===== config.mk =====
export PLATFORM = sky130hd
export DESIGN_NAME = seq_alu
export DESIGN_NICKNAME = d
export VERILOG_FILES = /design/src/rtl/alu_pkg.sv /design/src/rtl/alu_serial_shifter.sv /design/src/rtl/seq_alu.sv
export SDC_FILE = /design/constraint.sdc
export NUM_CORES = 1
export LEC_CHECK = 0
export CORE_MARGIN = 1
export CORE_UTILIZATION = 50
export CTS_BUF_LIST = sky130_fd_sc_hd__clkbuf_4
export CTS_CLUSTER_DIAMETER = 120
export DETAILED_ROUTE_END_ITERATION = 16
export HOLD_SLACK_MARGIN = 0.06
export PLACE_DENSITY = 0.74
export SYNTH_ARGS = -nofsm -noshare
export SYNTH_HDL_FRONTEND = slang
export SYNTH_HIERARCHICAL = 1
export SYNTH_SLANG_ARGS = --single-unit

===== constraint.sdc =====
create_clock -name clk -period 2.1 [get_ports clk]
set_clock_uncertainty 0.1 [all_clocks]
set_input_delay 0.42 -clock clk [delete_from_list [all_inputs] [get_ports clk]]
set_output_delay 0.42 -clock clk [all_outputs]
set_load 0.05 [all_outputs]

===== src/rtl/alu_pkg.sv =====
// -----------------------------------------------------------------------------
// alu_pkg
//   Shared definitions for the execute-stage ALU and the ALU decoder that
//   feeds it.
//
//   Contents:
//     ALU_WIDTH  default datapath width
//     alu_op_e   3-bit ALU control code, as produced by the ALU decoder
//     is_shift   true for the two ops that run on the bit-serial shifter
// -----------------------------------------------------------------------------
package alu_pkg;

  localparam int ALU_WIDTH = 32;

  typedef enum logic [2:0] {
    ALU_ADD = 3'b000,
    ALU_SUB = 3'b001,
    ALU_AND = 3'b010,
    ALU_OR  = 3'b011,
    ALU_XOR = 3'b100,
    ALU_SLL = 3'b101,
    ALU_SRL = 3'b110,
    ALU_SLT = 3'b111
  } alu_op_e;

  function automatic logic is_shift(input alu_op_e op);
    return (op == ALU_SLL) || (op == ALU_SRL);
  endfunction

endpackage : alu_pkg


===== src/rtl/alu_serial_shifter.sv =====
// -----------------------------------------------------------------------------
// alu_serial_shifter
//   One-bit-per-cycle logical shifter. A load captures the source value, the
//   shift amount and the direction; every step cycle then moves the value one
//   position (zero fill) and decrements the remaining count.
//
//   Ports:
//     clk        rising-edge clock
//     rst_n      asynchronous active-low reset
//     load       capture load_val / load_amt / load_left this cycle
//     load_val   value to be shifted
//     load_amt   number of single-bit steps still to perform (> 0 on load)
//     load_left  1 = shift left (SLL), 0 = shift right logical (SRL)
//     step       advance one bit this cycle
//     shifted    sreg moved by one more position (what the next step stores)
//     last       only one step remains; shifted is the final value
// -----------------------------------------------------------------------------
import alu_pkg::*;

module alu_serial_shifter #(
  parameter int WIDTH = ALU_WIDTH,
  parameter int SHW   = $clog2(WIDTH)
) (
  input  logic             clk,
  input  logic             rst_n,
  input  logic             load,
  input  logic [WIDTH-1:0] load_val,
  input  logic [SHW-1:0]   load_amt,
  input  logic             load_left,
  input  logic             step,
  output logic [WIDTH-1:0] shifted,
  output logic             last
);

  logic [WIDTH-1:0] sreg_reg;
  logic [SHW-1:0]   cnt_reg;
  logic             left_reg;

  logic [WIDTH-1:0] shl_bits;
  logic [WIDTH-1:0] shr_bits;

  // Single-position neighbours for each bit, with zero fill at the ends.
  genvar gi;
  generate
    for (gi = 0; gi < WIDTH; gi++) begin : g_bit
      if (gi == 0) begin : g_lsb
        assign shl_bits[gi] = 1'b0;
      end else begin : g_shl
        assign shl_bits[gi] = sreg_reg[gi-1];
      end
      if (gi == WIDTH - 1) begin : g_msb
        assign shr_bits[gi] = 1'b0;
      end else begin : g_shr
        assign shr_bits[gi] = sreg_reg[gi+1];
      end
    end
  endgenerate

  assign shifted = left_reg ? shl_bits : shr_bits;
  assign last    = (cnt_reg == SHW'(1));

  always_ff @(posedge clk or negedge rst_n) begin
    if (!rst_n) begin
      sreg_reg <= '0;
      cnt_reg  <= '0;
      left_reg <= 1'b0;
    end else if (load) begin
      sreg_reg <= load_val;
      cnt_reg  <= load_amt;
      left_reg <= load_left;
    end else if (step && (cnt_reg != '0)) begin
      sreg_reg <= shifted;
      cnt_reg  <= cnt_reg - SHW'(1);
    end
  end

endmodule : alu_serial_shifter


===== src/rtl/seq_alu.sv =====
// -----------------------------------------------------------------------------
// seq_alu
//   Multi-cycle execute-stage ALU. Logic/arithmetic/compare ops finish one
//   cycle after accept; SLL/SRL with a non-zero amount run on the bit-serial
//   shifter and finish 1+shamt cycles after accept. Results come back over a
//   valid/ready handshake and are held stable under backpressure.
//
//   Ports:
//     clk         rising-edge clock
//     rst_n       asynchronous active-low reset
//     in_valid    request valid
//     in_ready    request can be accepted this cycle (depends on out_ready only)
//     ALUcontrol  operation code (alu_op_e)
//     src_a       operand A / shift source
//     src_b       operand B; [SHW-1:0] is the shift amount for shifts
//     out_valid   result valid
//     out_ready   consumer takes the result
//     result      registered result
//     zero        registered (result == 0), meaningful while out_valid
// -----------------------------------------------------------------------------
import alu_pkg::*;

module seq_alu #(
  parameter int WIDTH = ALU_WIDTH,
  parameter int SHW   = $clog2(WIDTH)
) (
  input  logic             clk,
  input  logic             rst_n,
  input  logic             in_valid,
  output logic             in_ready,
  input  logic [2:0]       ALUcontrol,
  input  logic [WIDTH-1:0] src_a,
  input  logic [WIDTH-1:0] src_b,
  output logic             out_valid,
  input  logic             out_ready,
  output logic [WIDTH-1:0] result,
  output logic             zero
);

  localparam logic [1:0] ST_IDLE  = 2'd0;
  localparam logic [1:0] ST_SHIFT = 2'd1;
  localparam logic [1:0] ST_DONE  = 2'd2;

  logic [1:0]       state_reg, state_next;
  logic [WIDTH-1:0] result_reg, result_next;
  logic             zero_reg, zero_next;

  alu_op_e          op;
  logic [SHW-1:0]   shamt;
  logic             accept;
  logic             start_shift;
  logic [WIDTH-1:0] alu_value;
  logic             slt_lt;

  logic [WIDTH-1:0] sh_value;
  logic             sh_last;

  assign op          = alu_op_e'(ALUcontrol);
  assign shamt       = src_b[SHW-1:0];
  assign start_shift = is_shift(op) && (shamt != '0);

  // A finished result may be handed off and replaced in the same cycle, so
  // DONE accepts a new request whenever the consumer is taking the old one.
  assign in_ready  = (state_reg == ST_IDLE) ||
                     ((state_reg == ST_DONE) && out_ready);
  assign accept    = in_valid && in_ready;
  assign out_valid = (state_reg == ST_DONE);
  assign result    = result_reg;
  assign zero      = zero_reg;

  assign slt_lt = ($signed(src_a) < $signed(src_b));

  // Single-cycle datapath. Shift ops only reach this path with shamt == 0,
  // where the result is simply the unshifted source.
  always_comb begin
    alu_value = '0;
    case (op)
      ALU_ADD: alu_value = src_a + src_b;
      ALU_SUB: alu_value = src_a - src_b;
      ALU_AND: alu_value = src_a & src_b;
      ALU_OR:  alu_value = src_a | src_b;
      ALU_XOR: alu_value = src_a ^ src_b;
      ALU_SLL: alu_value = src_a;
      ALU_SRL: alu_value = src_a;
      ALU_SLT: alu_value = {{(WIDTH-1){1'b0}}, slt_lt};
      default: alu_value = '0;
    endcase
  end

  alu_serial_shifter #(
    .WIDTH(WIDTH),
    .SHW  (SHW)
  ) u_shifter (
    .clk      (clk),
    .rst_n    (rst_n),
    .load     (accept && start_shift),
    .load_val (src_a),
    .load_amt (shamt),
    .load_left(op == ALU_SLL),
    .step     (state_reg == ST_SHIFT),
    .shifted  (sh_value),
    .last     (sh_last)
  );

  always_comb begin
    state_next  = state_reg;
    result_next = result_reg;
    zero_next   = zero_reg;

    case (state_reg)
      ST_IDLE: begin
        state_next = ST_IDLE;
      end
      ST_SHIFT: begin
        if (sh_last) begin
          result_next = sh_value;
          zero_next   = (sh_value == '0);
          state_next  = ST_DONE;
        end
      end
      ST_DONE: begin
        if (out_ready) begin
          state_next = ST_IDLE;
        end
      end
      default: begin
        state_next = ST_IDLE;
      end
    endcase

    // Dispatch is identical from IDLE and from a DONE that is being drained.
    if (accept) begin
      if (start_shift) begin
        state_next = ST_SHIFT;
      end else begin
        result_next = alu_value;
        zero_next   = (alu_value == '0);
        state_next  = ST_DONE;
      end
    end
  end

  always_ff @(posedge clk or negedge rst_n) begin
    if (!rst_n) begin
      state_reg  <= ST_IDLE;
      result_reg <= '0;
      zero_reg   <= 1'b0;
    end else begin
      state_reg  <= state_next;
      result_reg <= result_next;
      zero_reg   <= zero_next;
    end
  end

endmodule : seq_alu


==> out/metrics.cfg, run 1 <==
[status]
status = finished, violations left
violations = negative setup slack

[drt]
via_per_inst = 6.64
vias = 14700
wl_per_cell_um = 24.7
first_iter_violations = 1968
route.detailed.drc = 0
dr.pass1.iters = 9
antenna_left = 0
routed_wl_um = 54500

[worst_setup_path]
crit_path_start = src_a[0]
reg2reg_depth = 10
required_ns = 2.35
r2r-end = zero
crit_arrival_ns = 3.69
path_class = in2reg
rr_startpoint = state_reg[0]
cp_max_fo = 4
end_kind = register
ff2ff_setup_slack_ns = -0.58
startpoint_type = input pin

[logic_synthesis]
synth_edf_count = 0
synth_flop_cell = dfrtp_1
synthXorXnorAreaFrac = 0.00918
synth_cell_types = 92
synth_adder_area_share = 0.121
synth_cells = 1391
synth_fp_nets = 1562
synth.avg_cell_area_sq_um = 7.54
synth_compound_area_frac = 0.315
synth_top_family_by_area = compound AO/OA/AOI/OAI gates
muxShareOfSynthArea = 0.0965
ys_ff_latch = 73
async_flop_share = 1.00
ys_warn_count = 6
syn-cell-area_sq_um = 10500
yosysSeqAreaShare = 0.174
synth-simple-area-share = 0.203

[global_route]
grt_overflow = 0
groute.usage.overall = 0.454
grt_pass1_vias = 14100
grt_max_degree = 73
antenna_found_initial = 4
grt_pass1_wl_um = 76600

[sta]
setup_viol = 31
hold_ws_ns = 0.184
final_hold_viol_count = 0
min_period_over_period = 1.64
fmax_mhz = 291
period_minus_slack_ns = 3.44
max_slew.worst_pin.slew_ns = 0.733
setup_slack_ns = -1.34
max_slew_margin = 0.508
rsz0062_at_grt = true
finalMaxSlewViolations = 0
setup_tns_ns = -20.14

[floorplan]
start_util = 0.514
io-pin-count = 106
core_area_sq_um = 20400
die_y_um = 147
die_w_um = 147
num_rows = 52
die_area_sq_um = 21600

[finish]
final_cell_area_sq_um = 18000
layoutNonFillerInstCount = 2210
drive_gt1_frac = 0.496
layout_common_cells = buf_4, nand2_1, a21oi_1
final_nets = 2105
mostFrequentLayoutCell = buf_4
fin_util = 0.879
area_growth_pct = 71.2

[min_path]
min_to = u_shifter/cnt_reg[0]
holdPathStages = 2
hold_class = in2reg
min-delay-start = src_b[0]

[run]
cap_violations = 0

[placement]
place_ws_ns = -2.22
place_inst = 2118
port_buffers = 105
routabilityCongestion = 1.06
place_area_sq_um = 15600
hpwl_um = 36500

[clock_network]
path_clk_slew_ns = 0.11
cts_tree = built
cts_buffer_depth = 2
clockRootBuffer = clkbuf_4
cts.sinks = 73
h-tree-depth = 3
clock_latency_ns = 0.45
cts_buffers = 9

[pwr]
powerDensity_nw_per_um2 = 705
power_mw = 12.7
ir_drop_v = 0.000485
p_leak_nw = 7.96

==> routing by layer <==
metal / wire (um) / vias to the layer above / GRT usage
met3: 6560 / 382 / 0.0938
met5: 22 / - / 0
met2: 24000 / 1183 / 0.736
met1: 19900 / 6880 / 0.579
li1: - / 6224 / -
met4: 3950 / 4 / 0.208
==> report_power, final <==
part / leakage [nW] / internal, mW / total, mW / switching, mW
sequential: 0.847 / 2.08 / 2.65 / 0.575
clock: 0.0971 / 0.593 / 1.11 / 0.520
combinational: 7.02 / 3.85 / 8.89 / 5.04
total: 7.96 / 6.52 / 12.7 / 6.14
==> kinds of logic after synthesis <==
kind of cell | count (synthesis)
xor gates and xnor gates | 11
muxes | 93
adders and majority gates | 100
and+or+nand+nor | 417
AOI/OAI and AO/OA | 483
buffers and inverters | 214
DFF | 73
==> worst max path at each step <==
stage	end	slack [ns]	cells past startpoint
2_1_floorplan	zero	-1.20	13
3_3_place_gp	zero	-2.15	15
3_5_place_dp	zero	-2.22	15
4_1_cts	result[30]	-1.30	16
5_1_grt	zero	-1.53	16
6_report	zero	-1.34	17
==> critical path, stage by stage <==
cell and delay, ns:
buf_12 0.12, inv_12 0.05, ha_4 0.14, inv_2 0.04, fa_2 0.34, nor2b_4 0.15
o211ai_4 0.22, buf_6 0.14, a21oi_2 0.06, o311ai_2 0.31, xor2_1 0.10, a221o_1 0.38
nor4_2 0.33, nand4_1 0.16, nor4_2 0.32, nand4_1 0.16, o31ai_2 0.24
==> area by class of cell <==
cell class,count,area (sq um)
Multi-Input combinational cell,1104,9730
Antenna cell,1,2.50
Sequential cell,73,1830
Timing Repair Buffer,640,5400
Inverter,106,488
Tap cell,270,338
Clock buffer,9,67.6
Clock inverter,7,109
Fill cell,1012,2470
==> cells in the mapped netlist, types with 18 or more instances <==
| library cell | n | share of area |
|---|---|---|
| ha_1 | 98 | 0.12 |
| nor3_1 | 24 | 0.011 |
| nand3_1 | 18 | 0.0086 |
| dfrtp_1 | 73 | 0.17 |
| nor2_1 | 105 | 0.038 |
| mux2_2 | 45 | 0.048 |
| clkbuf_1 | 72 | 0.026 |
| a211oi_1 | 24 | 0.017 |
| buf_2 | 24 | 0.011 |
| o21ai_0 | 69 | 0.033 |
| inv_1 | 104 | 0.037 |
| nand2_1 | 124 | 0.044 |
| mux2i_1 | 46 | 0.044 |
| nor3b_1 | 33 | 0.024 |
| o31ai_1 | 47 | 0.034 |
| a21oi_1 | 152 | 0.072 |
==> what timing repair did <==
item / 4_1_cts / 5_1_grt
pin swaps: 102 / 109
endpoints found under the setup margin: 75 / 42
hold endpoints to repair: 36 / 0
hold buffers: 1 / 0
buffers inserted: 67 / 36
resized for setup: 408 / 189
Note: power is estimated with default switching activity, not from simulation.
==> inputs of run 2 (changes only) <==
Settings changed: DONT_BUFFER_PORTS from default to 1, PLACE_DENSITY 0.74 to 0.68.
==> run 2 against run 1 <==
Net effect:
- the run still ends with negative setup slack left
- cell count fell by 8.8%
- clock power about the same
- total power decreased by 12%
- utilization is 10 points lower
- global-route usage down 5.7 points
- register-to-register slack gained 0.29 ns
- hold slack got worse by 0.062 ns
- worst setup slack improved by 0.31 ns
- via count shrank 13%
- first-iteration DRC count is 37% lower
==> out/metrics.cfg, run 2 (synthesis results as in run 1) <==
[floorplan]
start_util = 0.514
die_w_um = 147
die_area_sq_um = 21600
die_y_um = 147
core_area_sq_um = 20400
num_rows = 52
io-pin-count = 106

[drt]
wl_per_cell_um = 21.7
dr.pass1.iters = 5
route.detailed.drc = 0
via_per_inst = 6.33
routed_wl_um = 43700
antenna_left = 0
vias = 12800
first_iter_violations = 1244

[finish]
seq_area_sq_um = 1830
num-fill-cells = 1439
final_nets = 1911
layoutNonFillerInstCount = 2016
area_growth_pct = 51.4
layout_common_cells = buf_4, a21oi_1, nand2_1
final_cell_area_sq_um = 15900
drive_gt1_frac = 0.418
multi_input_area_sq_um = 9310
mostFrequentLayoutCell = buf_4

[sta]
max_slew_margin = 0.380
setup_slack_ns = -1.03
rsz0062_at_grt = true
max_slew.worst_pin.slew_ns = 0.928
setup_tns_ns = -13.44
finalMaxSlewViolations = 0
final_hold_viol_count = 0
setup_viol = 26
hold_ws_ns = 0.122
fmax_mhz = 319
period_minus_slack_ns = 3.13
min_period_over_period = 1.49

[global_route]
grt_overflow = 0
antenna_found_initial = 1
grt_max_degree = 81
groute.usage.overall = 0.398
grt_pass1_wl_um = 67600
grt_pass1_vias = 12600

[worst_setup_path]
cp_common_cell = buf_4
crit_arrival_ns = 3.38
startpoint_type = input pin
cp_slowest_cell = nor4_2
ff2ff_setup_slack_ns = -0.29
cp_max_fo = 11
reg2reg_depth = 10
rr_startpoint = state_reg[1]
slowest_delay_ns = 0.36
required_ns = 2.34
path_cells = inv_2 > ha_4 > buf_4 > nor2_1 > o31ai_1 > a311oi_1 > buf_4 > a31oi_2 > nand3_2 > nor2b_1 > nor3_2 > o311ai_4 > nor4_2 > nand4_1 > o31ai_2
path_class = in2reg
r2r-end = zero
end_kind = register

[placement]
port_buffers = 0
routabilityCongestion = 0.986
place_inst = 1932
place_area_sq_um = 13900
hpwl_um = 32200

[pwr]
powerDensity_nw_per_um2 = 705
ir_drop_v = 0.000427
p_leak_nw = 6.90

[min_path]
min-delay-start = src_a[8]
holdPathStages = 2
hold_class = in2reg
min_to = u_shifter/sreg_reg[8]

[clock_network]
cts_tree = built
path_clk_slew_ns = 0.12
clockRootBuffer = clkbuf_4
cts_buffer_depth = 2
clock_latency_ns = 0.44
h-tree-depth = 3
cts.sinks = 73
cts_buffers = 9

[status]
status = finished, violations left
violations = negative setup slack

[run]
cap_violations = 0

-- run 2: changes by cell type in the layout (fill, tap and decap cells not counted), sizes merged --
cell,before,now
clkbuf,16,9
clkdlybuf4s50,16,0
dlymetal6s2s,3,0
inv,105,104
dlygate4sd2,42,0
clkdlybuf4s15,3,0
buf,568,416
clkinv,5,6
dlygate4sd3,1,30
-- run 2: layout make-up --
type                            count  area share
Sequential cell                    73       0.115
Clock buffer                        9     0.00425
Inverter                          106      0.0336
Multi-Input combinational cell   1104       0.586
Clock inverter                      7     0.00685
Antenna cell                        1    0.000158
Timing Repair Buffer              446       0.233
Tap cell                          270      0.0213
-- run 2: repair_timing --
action / in CTS / in global routing
endpoints found under the setup margin: 28 / 31
endpoints found under the hold margin: 102 / 73
resized for setup: 172 / 73
pin swaps: 79 / 55
hold buffers: 29 / 2
buffers inserted: 39 / 18
-- run 2: how the worst max path moves through the flow --
stage | startpoint | to | slack [ns] | cells after the start
after floorplan | src_a[0] | zero | -1.20 | 13
after global placement | src_a[0] | zero | -1.50 | 15
after detailed placement | src_b[5] | zero | -1.65 | 14
after CTS | src_a[0] | zero | -0.96 | 16
after global routing | src_b[11] | zero | -1.16 | 16
final | src_b[11] | zero | -1.03 | 15
-- run 2: per-layer routing --
layer / vias up / global-route usage / wire (um)
met1: 6132 / 0.526 / 18100
met3: 156 / 0.0755 / 4150
li1: 5828 / - / -
met4: 0 / 0.166 / 1920
met5: - / 0 / 0
met2: 643 / 0.633 / 19600
-- run 2: critical path: cells and delay by family --
family | cells | cell delay, ns
AOI/OAI and AO/OA | 5 | 1.15
adders and majority gates | 1 | 0.26
and+or+nand+nor | 6 | 1.15
buffers and inverters | 3 | 0.39
-- run 2: stage by stage --
| step | util | power (mW) | setup slack, ns |
|---|---|---|---|
| 2_1_floorplan | - | 7.00 | -1.20 |
| 3_3_place_gp | 0.682 | 9.07 | -1.50 |
| 3_5_place_dp | 0.682 | 9.22 | -1.65 |
| 4_1_cts | 0.758 | 10.8 | -0.964 |
| 5_1_grt | 0.777 | 11.8 | -1.16 |
| 6_report | 0.777 | 11.2 | -1.03 |
-- run 2: power breakdown --
part,internal (mW),total [mW],switching [mW]
registers,2.06,3.74,1.68
clock network,0.593,1.10,0.506
logic,3.17,6.36,3.19
total,5.82,11.2,5.37
==> inputs of run 3 (changes only) <==
Settings changed: ABC_CLOCK_PERIOD_IN_PS from default to 3000, PLACE_DENSITY 0.68 to default.
Clock period 2.1 ns to 3 ns, I/O delays scaled along.
==> run 3 against run 2 <==
Net effect:
- the flow still finishes with violations (negative setup slack)
- clock-buffer cell count is the same
- largest power group unchanged
- largest cell class unchanged
- via count shrank 7.2%
- register-to-register slack improved by 0.55 ns
==> out/metrics.cfg, run 3 (synthesis results as in run 1) <==
[status]
status = finished, violations left
violations = negative setup slack

[finish]
fin_util = 0.692
final_nets = 1794
area_growth_pct = 34.7
mostFrequentLayoutCell = buf_4
final_cell_area_sq_um = 14100
layoutNonFillerInstCount = 1897
layout_common_cells = buf_4, a21oi_1, nand2_1
drive_gt1_frac = 0.340
n_antenna_cell = 0

[sta]
finalMaxSlewViolations = 0
max_slew_margin = 0.412
hold_ws_ns = 0.181
final_hold_viol_count = 0
setup_slack_ns = -0.322
setup_viol = 7
fmax_mhz = 301
max_slew.worst_pin.slew_ns = 0.878
period_minus_slack_ns = 3.32
min_period_over_period = 1.11
setup_tns_ns = -0.903
rsz0062_at_grt = true

[floorplan]
die_y_um = 147
start_util = 0.514
core_area_sq_um = 20400
num_rows = 52
die_w_um = 147
io-pin-count = 106
die_area_sq_um = 21600

[placement]
port_buffers = 0
place_inst = 1861
routabilityCongestion = 1.01
place_area_sq_um = 13000
hpwl_um = 31700
place_ws_ns = -1.28

[clock_network]
cts.sinks = 73
path_clk_slew_ns = 0.12
cts_tree = built
h-tree-depth = 3
cts_buffers = 9
cts_buffer_depth = 2
clockRootBuffer = clkbuf_4
clock_latency_ns = 0.43

[worst_setup_path]
cp_common_cell = buf_4
cp_max_fo = 3
critical_path.top_delay_family = compound AO/OA/AOI/OAI gates
crit_buf_inv = 6
required_ns = 3.24
startpoint_type = input pin
cp_slowest_cell = nor4_2
path_cells = inv_4 > ha_4 > buf_6 > nor4_2 > buf_4 > nand2_1 > a211o_1 > a21oi_4 > a211oi_2 > buf_4 > buf_4 > xnor2_1 > a211oi_1 > buf_4 > nand3_1 > nor4_2 > nand4_1 > o31ai_2
path_class = in2reg
crit_arrival_ns = 3.56
ff2ff_setup_slack_ns = 0.26
end_kind = register
slowest_delay_ns = 0.33

[pwr]
power_mw = 7.29
ir_drop_v = 0.000324
powerDensity_nw_per_um2 = 515
p_leak_nw = 6.17

[global_route]
grt_pass1_vias = 11400
grt_overflow = 0
groute.usage.overall = 0.378
antenna_found_initial = 0
grt_pass1_wl_um = 64000
grt_max_degree = 81

[drt]
via_per_inst = 6.24
wl_per_cell_um = 21.8
first_iter_violations = 1227
route.detailed.drc = 0
dr.pass1.iters = 5
routed_wl_um = 41400
vias = 11800
antenna_left = 0

[run]
cap_violations = 0

[min_path]
hold_class = in2reg

==> run 3: changes by cell type in the layout (fill, tap and decap cells not counted), sizes merged <==
cell / change
inv: +1
dlygate4sd3: -29
bufinv: +2
diode: -1
clkinv: -4
buf: -88
==> run 3: report_power, final <==
part / switching [mW] / internal [mW]
logic: 1.96 / 1.77
clock network: 0.349 / 0.584
registers: 1.18 / 1.44
==> run 3: worst paths after layout <==
check                                         end             startpoint  cells after the start
setup / recovery                             zero              src_b[13]                     18
hold / removal             u_shifter/sreg_reg[14]              src_a[14]                      2
setup reg to reg                             zero     u_shifter/left_reg                      7
hold reg to reg             u_shifter/sreg_reg[0]  u_shifter/sreg_reg[0]                      2
max in group asynchronous  u_shifter/sreg_reg[31]                  rst_n                      2
min in group asynchronous  u_shifter/sreg_reg[10]                  rst_n                      2
==> run 3: final cells by class <==
class                           instances  area (sq um)
Clock buffer                            9          67.6
Clock inverter                          6           155
Fill cell                            1755          6290
Inverter                              106           413
Multi-Input combinational cell       1104          8740
Sequential cell                        73          1830
Tap cell                              270           338
Timing Repair Buffer                  329          2600
==> run 3: routing by layer <==
metal  global-route usage  up-vias  share of wire  routed length, um
li1                     -     5564              -                  -
met1                0.533     5662           0.45              18500
met2                0.591      539           0.44              18200
met3               0.0661       78          0.088               3640
met4                0.107        0          0.027               1130
met5                    0        -              0                  0
==> run 3: what timing repair did <==
| action | in CTS | in global routing |
|---|---|---|
| gates resized for setup | 94 | 50 |
| pin swaps | 42 | 23 |
| cloned | 0 | 0 |
| hold endpoints to repair | 73 | 0 |
| setup buffers | 12 | 8 |
| endpoints found under the setup margin | 10 | 13 |
| hold buffers | 2 | 0 |
